[config.mk]
export PLATFORM = sky130hd
export DESIGN_NAME = turret_shell_launcher_flat
export DESIGN_NICKNAME = d
export VERILOG_FILES = /design/src/rtl/turret_shell_launcher_pkg.sv /design/src/rtl/turret_shell_launcher_if.sv /design/src/rtl/turret_shell_launcher_angle_lut.sv /design/src/rtl/turret_shell_launcher.sv /design/src/flat_wrapper.sv
export SDC_FILE = /design/constraint.sdc
export NUM_CORES = 1
export LEC_CHECK = 0
export ABC_AREA = 1
export CAP_MARGIN = 10
export CORE_UTILIZATION = 51
export DETAILED_ROUTE_END_ITERATION = 6
export PLACE_DENSITY_LB_ADDON = 0.2
export REMOVE_ABC_BUFFERS = 1
export SLEW_MARGIN = 20
export SYNTH_ARGS = -nofsm -noshare
export SYNTH_HDL_FRONTEND = slang
export SYNTH_SLANG_ARGS = --single-unit
[constraint.sdc]
create_clock -name clk2 -period 3.9 [get_ports clk2]
set_input_delay 0.39 -clock clk2 [delete_from_list [all_inputs] [get_ports clk2]]
set_output_delay 0.39 -clock clk2 [all_outputs]
set_load 0.01 [all_outputs]
[src/rtl/turret_shell_launcher_pkg.sv]
// Shared tank definitions: angle and launcher state enums, per-angle shell velocities, keycodes.
package tank_pkg;

  typedef enum logic [3:0] {
    ANG_0, ANG_30, ANG_45, ANG_60, ANG_90,
    ANG_270, ANG_300, ANG_315, ANG_330, ANG_NONE
  } angle_e;

  typedef enum logic [1:0] {
    ST_IDLE,
    ST_FLY,
    ST_BURST
  } launcher_state_e;

  localparam logic [7:0] KEY_FIRE = 8'h2C;
  localparam logic [7:0] KEY_UP   = 8'h1A;
  localparam logic [7:0] KEY_DOWN = 8'h16;

  localparam int VEL_W = 5;
  typedef logic signed [VEL_W-1:0] vel_t;

  // dy is in screen coordinates: negative moves the shell up the screen
  typedef struct packed {
    vel_t vx;
    vel_t dy;
  } vel_s;

  localparam vel_s VEL_0    = '{vx: 5'sd8, dy:  5'sd0};
  localparam vel_s VEL_30   = '{vx: 5'sd7, dy: -5'sd4};
  localparam vel_s VEL_45   = '{vx: 5'sd6, dy: -5'sd6};
  localparam vel_s VEL_60   = '{vx: 5'sd4, dy: -5'sd7};
  localparam vel_s VEL_90   = '{vx: 5'sd0, dy: -5'sd8};
  localparam vel_s VEL_270  = '{vx: 5'sd0, dy:  5'sd8};
  localparam vel_s VEL_300  = '{vx: 5'sd4, dy:  5'sd7};
  localparam vel_s VEL_315  = '{vx: 5'sd6, dy:  5'sd6};
  localparam vel_s VEL_330  = '{vx: 5'sd7, dy:  5'sd4};
  localparam vel_s VEL_NONE = '{vx: 5'sd0, dy:  5'sd0};

  function automatic vel_s angle_vel(angle_e a);
    case (a)
      ANG_0:   return VEL_0;
      ANG_30:  return VEL_30;
      ANG_45:  return VEL_45;
      ANG_60:  return VEL_60;
      ANG_90:  return VEL_90;
      ANG_270: return VEL_270;
      ANG_300: return VEL_300;
      ANG_315: return VEL_315;
      ANG_330: return VEL_330;
      default: return VEL_NONE;
    endcase
  endfunction

endpackage

[src/rtl/turret_shell_launcher_if.sv]
// Launcher bus: keyboard/turret inputs toward the launcher, shell position/status toward the sprite mapper.
interface turret_shell_launcher_if;
  logic [7:0] keycode;
  logic       flag_t_l_0_exist;
  logic       flag_t_l_30_exist;
  logic       flag_t_l_45_exist;
  logic       flag_t_l_60_exist;
  logic       flag_t_l_90_exist;
  logic       flag_t_l_270_exist;
  logic       flag_t_l_300_exist;
  logic       flag_t_l_315_exist;
  logic       flag_t_l_330_exist;
  logic [9:0] shell_x;
  logic [9:0] shell_y;
  logic       shell_active;
  logic       shell_burst;
  logic       fire_ack;

  modport master (
    output keycode,
    output flag_t_l_0_exist, flag_t_l_30_exist, flag_t_l_45_exist,
    output flag_t_l_60_exist, flag_t_l_90_exist, flag_t_l_270_exist,
    output flag_t_l_300_exist, flag_t_l_315_exist, flag_t_l_330_exist,
    input  shell_x, shell_y, shell_active, shell_burst, fire_ack
  );

  modport slave (
    input  keycode,
    input  flag_t_l_0_exist, flag_t_l_30_exist, flag_t_l_45_exist,
    input  flag_t_l_60_exist, flag_t_l_90_exist, flag_t_l_270_exist,
    input  flag_t_l_300_exist, flag_t_l_315_exist, flag_t_l_330_exist,
    output shell_x, shell_y, shell_active, shell_burst, fire_ack
  );
endinterface

[src/rtl/turret_shell_launcher_angle_lut.sv]
// Combinational turret-angle decode: nine one-hot flags to shell velocity.
// o_valid is high only when exactly one flag is set; otherwise the velocity is zero.
module shell_angle_lut
  import tank_pkg::*;
(
  input  logic [8:0] i_flags,
  output vel_t       o_vx,
  output vel_t       o_dy,
  output logic       o_valid
);

  angle_e w_angle;
  vel_s   w_vel;

  // bit order: 0,30,45,60,90,270,300,315,330 degrees
  always_comb begin
    w_angle = ANG_NONE;
    for (int i = 0; i < 9; i++) begin
      if (i_flags[i]) w_angle = angle_e'(4'(i));
    end
  end

  assign o_valid = $onehot(i_flags);
  assign w_vel   = o_valid ? angle_vel(w_angle) : VEL_NONE;
  assign o_vx    = w_vel.vx;
  assign o_dy    = w_vel.dy;

endmodule

[src/rtl/turret_shell_launcher.sv]
// Single-shell launcher: fire-edge detect, launch at the muzzle, per-frame motion, burst hold, re-arm.
// Optional macro SHELL_GRAVITY_EN adds +1 to dy every 4th flight frame (saturating at +15).
module turret_shell_launcher
  import tank_pkg::*;
#(
  parameter int TURRET_X     = 100,
  parameter int TURRET_Y     = 400,
  parameter int SCREEN_W     = 640,
  parameter int SCREEN_H     = 480,
  parameter int BURST_FRAMES = 8
) (
  input logic                     clk2,
  input logic                     Reset,
  turret_shell_launcher_if.slave  bus
);

  localparam int BURST_W = $clog2(BURST_FRAMES) + 1;
  localparam logic [BURST_W-1:0] BURST_LOAD = BURST_W'(BURST_FRAMES - 1);
  localparam logic [9:0]         SPAWN_X    = 10'(TURRET_X);
  localparam logic [9:0]         SPAWN_Y    = 10'(TURRET_Y);
  localparam logic signed [11:0] X_MAX      = 12'(SCREEN_W - 1);
  localparam logic signed [11:0] Y_MAX      = 12'(SCREEN_H - 1);

  launcher_state_e    r_state;
  logic [9:0]         r_x;
  logic [9:0]         r_y;
  vel_t               r_vx;
  vel_t               r_dy;
  logic [BURST_W-1:0] r_burst_cnt;
  logic               r_fire_prev;
  logic               r_active;
  logic               r_burst;
  logic               r_fire_ack;
`ifdef SHELL_GRAVITY_EN
  logic [1:0]         r_grav_cnt;
`endif

  logic [8:0]         w_flags;
  vel_t               w_lut_vx;
  vel_t               w_lut_dy;
  logic               w_lut_valid;
  logic               w_key_fire;
  logic               w_fire_evt;
  logic signed [11:0] w_nx;
  logic signed [11:0] w_ny;
  logic               w_in_bounds;

  assign w_flags = {bus.flag_t_l_330_exist, bus.flag_t_l_315_exist, bus.flag_t_l_300_exist,
                    bus.flag_t_l_270_exist, bus.flag_t_l_90_exist,  bus.flag_t_l_60_exist,
                    bus.flag_t_l_45_exist,  bus.flag_t_l_30_exist,  bus.flag_t_l_0_exist};

  shell_angle_lut u_lut (
    .i_flags (w_flags),
    .o_vx    (w_lut_vx),
    .o_dy    (w_lut_dy),
    .o_valid (w_lut_valid)
  );

  assign w_key_fire = (bus.keycode == KEY_FIRE);
  assign w_fire_evt = w_key_fire && !r_fire_prev;

  // Next position evaluated wide and signed so underflow/overflow is caught before it is stored
  assign w_nx = signed'({2'b00, r_x}) + signed'({{7{r_vx[VEL_W-1]}}, r_vx});
  assign w_ny = signed'({2'b00, r_y}) + signed'({{7{r_dy[VEL_W-1]}}, r_dy});
  assign w_in_bounds = !w_nx[11] && (w_nx <= X_MAX) && !w_ny[11] && (w_ny <= Y_MAX);

  always_ff @(posedge clk2) begin
    if (Reset) begin
      r_state     <= ST_IDLE;
      r_x         <= SPAWN_X;
      r_y         <= SPAWN_Y;
      r_vx        <= '0;
      r_dy        <= '0;
      r_burst_cnt <= '0;
      r_fire_prev <= 1'b0;
      r_active    <= 1'b0;
      r_burst     <= 1'b0;
      r_fire_ack  <= 1'b0;
`ifdef SHELL_GRAVITY_EN
      r_grav_cnt  <= '0;
`endif
    end else begin
      r_fire_prev <= w_key_fire;
      r_fire_ack  <= 1'b0;
      case (r_state)
        ST_IDLE: begin
          if (w_fire_evt && w_lut_valid) begin
            r_vx       <= w_lut_vx;
            r_dy       <= w_lut_dy;
            r_x        <= SPAWN_X;
            r_y        <= SPAWN_Y;
            r_fire_ack <= 1'b1;
            r_active   <= 1'b1;
            r_state    <= ST_FLY;
`ifdef SHELL_GRAVITY_EN
            r_grav_cnt <= '0;
`endif
          end
        end
        ST_FLY: begin
          if (w_in_bounds) begin
            r_x <= w_nx[9:0];
            r_y <= w_ny[9:0];
          end else begin
            r_burst_cnt <= BURST_LOAD;
            r_active    <= 1'b0;
            r_burst     <= 1'b1;
            r_state     <= ST_BURST;
          end
`ifdef SHELL_GRAVITY_EN
          r_grav_cnt <= r_grav_cnt + 2'd1;
          if (r_grav_cnt == 2'd3 && r_dy != 5'sd15) r_dy <= r_dy + 5'sd1;
`endif
        end
        ST_BURST: begin
          if (r_burst_cnt == '0) begin
            r_burst <= 1'b0;
            r_x     <= SPAWN_X;
            r_y     <= SPAWN_Y;
            r_state <= ST_IDLE;
          end else begin
            r_burst_cnt <= r_burst_cnt - BURST_W'(1);
          end
        end
        default: r_state <= ST_IDLE;
      endcase
    end
  end

  assign bus.shell_x      = r_x;
  assign bus.shell_y      = r_y;
  assign bus.shell_active = r_active;
  assign bus.shell_burst  = r_burst;
  assign bus.fire_ack     = r_fire_ack;

endmodule

[src/flat_wrapper.sv]
// flat-port wrapper written by rule: the top's interface ports become plain ports
module turret_shell_launcher_flat import tank_pkg::*;
#(
  parameter int TURRET_X     = 100,
  parameter int TURRET_Y     = 400,
  parameter int SCREEN_W     = 640,
  parameter int SCREEN_H     = 480,
  parameter int BURST_FRAMES = 8
)
  (clk2, Reset, bus_keycode, bus_flag_t_l_0_exist, bus_flag_t_l_30_exist, bus_flag_t_l_45_exist, bus_flag_t_l_60_exist, bus_flag_t_l_90_exist, bus_flag_t_l_270_exist, bus_flag_t_l_300_exist, bus_flag_t_l_315_exist, bus_flag_t_l_330_exist, bus_shell_x, bus_shell_y, bus_shell_active, bus_shell_burst, bus_fire_ack);
  turret_shell_launcher_if bus_i ();
  input logic clk2;
  input logic Reset;
  input wire logic [$bits(bus_i.keycode)-1:0] bus_keycode;
  input wire logic [$bits(bus_i.flag_t_l_0_exist)-1:0] bus_flag_t_l_0_exist;
  input wire logic [$bits(bus_i.flag_t_l_30_exist)-1:0] bus_flag_t_l_30_exist;
  input wire logic [$bits(bus_i.flag_t_l_45_exist)-1:0] bus_flag_t_l_45_exist;
  input wire logic [$bits(bus_i.flag_t_l_60_exist)-1:0] bus_flag_t_l_60_exist;
  input wire logic [$bits(bus_i.flag_t_l_90_exist)-1:0] bus_flag_t_l_90_exist;
  input wire logic [$bits(bus_i.flag_t_l_270_exist)-1:0] bus_flag_t_l_270_exist;
  input wire logic [$bits(bus_i.flag_t_l_300_exist)-1:0] bus_flag_t_l_300_exist;
  input wire logic [$bits(bus_i.flag_t_l_315_exist)-1:0] bus_flag_t_l_315_exist;
  input wire logic [$bits(bus_i.flag_t_l_330_exist)-1:0] bus_flag_t_l_330_exist;
  output wire logic [$bits(bus_i.shell_x)-1:0] bus_shell_x;
  output wire logic [$bits(bus_i.shell_y)-1:0] bus_shell_y;
  output wire logic [$bits(bus_i.shell_active)-1:0] bus_shell_active;
  output wire logic [$bits(bus_i.shell_burst)-1:0] bus_shell_burst;
  output wire logic [$bits(bus_i.fire_ack)-1:0] bus_fire_ack;
  assign bus_i.keycode = bus_keycode;
  assign bus_i.flag_t_l_0_exist = bus_flag_t_l_0_exist;
  assign bus_i.flag_t_l_30_exist = bus_flag_t_l_30_exist;
  assign bus_i.flag_t_l_45_exist = bus_flag_t_l_45_exist;
  assign bus_i.flag_t_l_60_exist = bus_flag_t_l_60_exist;
  assign bus_i.flag_t_l_90_exist = bus_flag_t_l_90_exist;
  assign bus_i.flag_t_l_270_exist = bus_flag_t_l_270_exist;
  assign bus_i.flag_t_l_300_exist = bus_flag_t_l_300_exist;
  assign bus_i.flag_t_l_315_exist = bus_flag_t_l_315_exist;
  assign bus_i.flag_t_l_330_exist = bus_flag_t_l_330_exist;
  assign bus_shell_x = bus_i.shell_x;
  assign bus_shell_y = bus_i.shell_y;
  assign bus_shell_active = bus_i.shell_active;
  assign bus_shell_burst = bus_i.shell_burst;
  assign bus_fire_ack = bus_i.fire_ack;
  turret_shell_launcher #(.TURRET_X(TURRET_X), .TURRET_Y(TURRET_Y), .SCREEN_W(SCREEN_W), .SCREEN_H(SCREEN_H), .BURST_FRAMES(BURST_FRAMES)) u_core (.clk2(clk2), .Reset(Reset), .bus(bus_i));
endmodule
==> impl_metrics.json <==
{
  "max-cap-violations": 0,
  "synth_seq_area_share": 0.249,
  "dpl-instance-area_mm2": 0.00369,
  "highest_net_fanout_along_the_worst_path": 7,
  "met3RoutedLength_um": 289,
  "wl_um": 7460,
  "regToRegEndpoint": "u_core.bus.shell_y[7]$_SDFFE_PP1P_",
  "die_h_um": 80.4,
  "post_layout_nonfiller_instances": 590,
  "globalplace.congestion": 0.869,
  "grt.total_usage": 0.243,
  "cts_h_tree_lvls": 2,
  "start_util": 0.530,
  "final_setup_violation_count": 20,
  "route.top_layer_used": "met4",
  "stdcell_area_mm2": 0.00405,
  "cp-endpoint": "u_core.bus.shell_y[7]$_SDFFE_PP1P_",
  "cts_max_path_buffers": 2,
  "crit_path_start": "bus_flag_t_l_30_exist",
  "ctsRootBufferMaster": "sky130_fd_sc_hd__clkbuf_8",
  "detail-route-antenna-nets": 0,
  "clock_sinks": 39,
  "number_of_nets_in_the_finished_design": 573,
  "seq_area_um2": 781,
  "unrepaired_setup_endpoints_after_global_routing": "yes",
  "synthesis.instances": 457,
  "ioPinCount": 42,
  "number_of_cts_inserted_buffers": 5,
  "drtPass1Iterations": 7,
  "worst_relative_slew_slack": 0.468,
  "dr_wl_met2_um": 3820,
  "critical_path.reg2reg.startpoint": "u_core.bus.shell_y[0]$_SDFFE_PP0P_",
  "avgViaCountPerCell": 5.27,
  "outcome": "complete, but fails checks",
  "post_synthesis_cell_type_count": 34,
  "final.fill_count": 509,
  "postSynthRegisterBits": 39,
  "grt_pass1_vias": 2922,
  "buffer_ports.inserted": 41,
  "clock_skew_ns": 0.00431,
  "path_depth_of_the_worst_reg2reg_path": 15,
  "die_wd_um": 80.4,
  "post-route-min-period_ns": 4.00,
  "violated_checks": "setup timing",
  "fin_ws_ns": -0.0986,
  "timing.hold.ws_ns": 0.465,
  "critical_path_arrival_ns": 4.15,
  "final-max-slew-violation-count": 0,
  "min-delay-path-class": "reg -> reg",
  "path_clk_slew_ns": 0.08,
  "placeableCoreArea_mm2": 0.00592,
  "netlist_area_mm2": 0.00314,
  "dp_hpwl_um": 5390,
  "core.rowCount": 28,
  "route.layer.met1.wl_um": 3230,
  "grt.overflow.total": 0,
  "drcViolationCount": 0,
  "pwr_density_cell_mw_per_mm2": 263,
  "timing.critical_path.from_type": "input port",
  "first_pass_grt_wire_length_um": 12200,
  "numPlacedInstances": 576,
  "grt_start_max_net_pins": 28,
  "worstPathRequired_ns": 4.06,
  "total_leakage_power_uw": 0.00186,
  "cts_tree": "built",
  "grt_antenna_before_repair": 0,
  "initialDrtViolationCount": 133,
  "vdd_drop_max_mv": 0.186,
  "critical_path.endpoint_type": "flip-flop",
  "multi_input_area_mm2": 0.00216,
  "yosysWarningCount": 0,
  "worstMarginPinSlew_ns": 0.797,
  "worstSkewPairLatency_ns": 0.29,
  "fp.dieArea_mm2": 0.00647,
  "syn_avg_cell_area_um2": 6.86,
  "worst-r2r-setup-slack_ns": 1.17,
  "timing_hold_violations_final": 0,
  "flow.area_growth_from_synthesis_pct": 29.0,
  "placement.setup.worst_slack_ns": -0.840,
  "post_route_fraction_of_the_period_consumed_by_the_critical_path": 1.03,
  "share_of_cells_above_drive_strength_1": 0.171,
  "antenna_cells": 0,
  "fmaxAchievable_ghz": 0.250,
  "avgRoutedWirePerCell_um": 12.6,
  "dr_total_vias": 3111,
  "crit_type": "in -> reg"
}
[where the power goes]
group | switching [µW] | internal, µW | total (µW)
registers | 12.9 | 410 | 423
logic | 153 | 133 | 286
clock network | 147 | 207 | 354
total | 313 | 751 | 1060
[kinds of logic (layout without fill, tap and decap cells)]
kind of cell	after synthesis	in the layout	share of synthesized area
fa+ha+maj	40	40	0.176
xor+xnor	6	6	0.0168
simple gates	230	231	0.338
compound gates	61	61	0.114
buf+inv	81	138	0.106
flops	39	39	0.249
[registers in the layout, summed over array words and instances, names as in the netlist]
| signal | flops |
|---|---|
| u_core.r_vx | 4 |
| u_core.bus.shell_burst | 1 |
| u_core.r_state | 2 |
| u_core.bus.shell_active | 1 |
| u_core.bus.shell_y | 10 |
| u_core.r_dy | 5 |
| u_core.bus.fire_ack | 1 |
| u_core.r_burst_cnt | 4 |
| u_core.bus.shell_x | 10 |
| u_core.r_fire_prev | 1 |
[final cells by class]
| class | instances | share of cell area |
|---|---|---|
| clock buffers | 6 | 0.0204 |
| clock inverters | 2 | 0.00866 |
| flip-flops and latches | 39 | 0.193 |
| repair buffers | 61 | 0.155 |
| multi-input cells | 338 | 0.534 |
| well taps | 75 | 0.0232 |
| inverters | 69 | 0.0659 |
[per-stage QoR]
stage | TNS [ns] | utilization | total power, µW
floorplan | -4.76 | - | 581
global placement | -20.35 | 0.624 | 670
detailed placement | -22.84 | 0.624 | 679
CTS | -3.04 | 0.669 | 1060
global route | -5.04 | 0.683 | 1120
finish | -1.46 | 0.683 | 1060
[critical path, cell delays in order]
cell and delay (ns):
sky130_fd_sc_hd__buf_8 0.08, sky130_fd_sc_hd__inv_6 0.03, sky130_fd_sc_hd__ha_4 0.25, sky130_fd_sc_hd__inv_2 0.03, sky130_fd_sc_hd__fa_1 0.51, sky130_fd_sc_hd__fa_1 0.43, sky130_fd_sc_hd__fa_1 0.49, sky130_fd_sc_hd__inv_1 0.04
sky130_fd_sc_hd__ha_2 0.17, sky130_fd_sc_hd__fa_1 0.44, sky130_fd_sc_hd__nor2_1 0.11, sky130_fd_sc_hd__nand3b_1 0.09, sky130_fd_sc_hd__a21oi_2 0.13, sky130_fd_sc_hd__nand3_1 0.10, sky130_fd_sc_hd__a21oi_2 0.20, sky130_fd_sc_hd__inv_2 0.07
sky130_fd_sc_hd__nor2_4 0.15, sky130_fd_sc_hd__nand2_4 0.14, sky130_fd_sc_hd__buf_12 0.18, sky130_fd_sc_hd__nand2_4 0.05, sky130_fd_sc_hd__o211ai_2 0.06
[per-layer routing]
layer,vias up,track usage
met4,0,0.0679
met1,1434,0.271
met5,-,0
met2,64,0.460
li1,1601,-
met3,12,0.0455
[synthesized netlist by cell type]
cell | count | area (µm²)
sky130_fd_sc_hd__nand2_1 | 113 | 424
sky130_fd_sc_hd__inv_1 | 69 | 259
sky130_fd_sc_hd__dfxtp_1 | 39 | 781
sky130_fd_sc_hd__nor2_1 | 39 | 146
sky130_fd_sc_hd__nand3_1 | 35 | 175
sky130_fd_sc_hd__ha_1 | 33 | 413
sky130_fd_sc_hd__a21oi_1 | 30 | 150
sky130_fd_sc_hd__nand4_1 | 17 | 106
sky130_fd_sc_hd__o21ai_0 | 16 | 80.1
sky130_fd_sc_hd__fa_1 | 7 | 140
sky130_fd_sc_hd__nand2_2 | 6 | 37.5
sky130_fd_sc_hd__clkbuf_1 | 5 | 18.8
sky130_fd_sc_hd__nor2_2 | 5 | 31.3
sky130_fd_sc_hd__a31oi_1 | 4 | 25.0
sky130_fd_sc_hd__buf_2 | 4 | 20.0
sky130_fd_sc_hd__nand3_2 | 4 | 40.0
sky130_fd_sc_hd__xor2_1 | 4 | 35.0
sky130_fd_sc_hd__buf_6 | 3 | 33.8
sky130_fd_sc_hd__nand3b_1 | 3 | 22.5
sky130_fd_sc_hd__o211ai_2 | 3 | 37.5
sky130_fd_sc_hd__a21oi_2 | 2 | 17.5
sky130_fd_sc_hd__nand2_4 | 2 | 22.5
sky130_fd_sc_hd__o211ai_1 | 2 | 15.0
sky130_fd_sc_hd__xnor2_1 | 2 | 17.5
sky130_fd_sc_hd__a41oi_1 | 1 | 8.76
sky130_fd_sc_hd__nand4_2 | 1 | 12.5
sky130_fd_sc_hd__nor2_4 | 1 | 11.3
sky130_fd_sc_hd__nor3_1 | 1 | 5.00
sky130_fd_sc_hd__nor4_1 | 1 | 6.26
sky130_fd_sc_hd__nor4_2 | 1 | 12.5
sky130_fd_sc_hd__o2111ai_1 | 1 | 8.76
sky130_fd_sc_hd__o21a_1 | 1 | 7.51
sky130_fd_sc_hd__o21ai_2 | 1 | 8.76
sky130_fd_sc_hd__or2_2 | 1 | 6.26
[placed cells by master, fill, tap and decap left out, drive strengths merged, types with 3 or more instances in the layout]
| cell | n |
|---|---|
| nand2 | 122 |
| inv | 69 |
| nor2 | 45 |
| dfxtp | 39 |
| nand3 | 39 |
| clkdlybuf4s50 | 37 |
| ha | 33 |
| a21oi | 32 |
| buf | 22 |
| nand4 | 18 |
| o21ai | 17 |
| fa | 7 |
| clkbuf | 6 |
| o211ai | 5 |
| xor2 | 4 |
| a31oi | 4 |
| nand3b | 3 |
[worst min-delay path by stage]
stage	cells past startpoint	endpoint	startpoint	slack (ns)
floorplan	2	u_core.r_dy[0]$_SDFFE_PP0P_	u_core.r_dy[0]$_SDFFE_PP0P_	0.44
global placement	2	u_core.bus.shell_burst$_SDFFE_PP0P_	u_core.bus.shell_burst$_SDFFE_PP0P_	0.45
detailed placement	2	u_core.bus.shell_burst$_SDFFE_PP0P_	u_core.bus.shell_burst$_SDFFE_PP0P_	0.46
CTS	2	u_core.bus.shell_burst$_SDFFE_PP0P_	u_core.bus.shell_burst$_SDFFE_PP0P_	0.47
global route	2	u_core.bus.shell_burst$_SDFFE_PP0P_	u_core.bus.shell_burst$_SDFFE_PP0P_	0.50
finish	2	u_core.bus.shell_burst$_SDFFE_PP0P_	u_core.bus.shell_burst$_SDFFE_PP0P_	0.47
[what timing repair did]
item / 4_1_cts / 5_1_grt
buffers inserted: 3 / 2
gates resized for setup: 47 / 22
pin swaps: 15 / 17
endpoints found under the setup margin: 33 / 31
hold buffers: 0 / 0
cloned: 2 / 0
No activity file was read; power rests on OpenSTA's default activity.
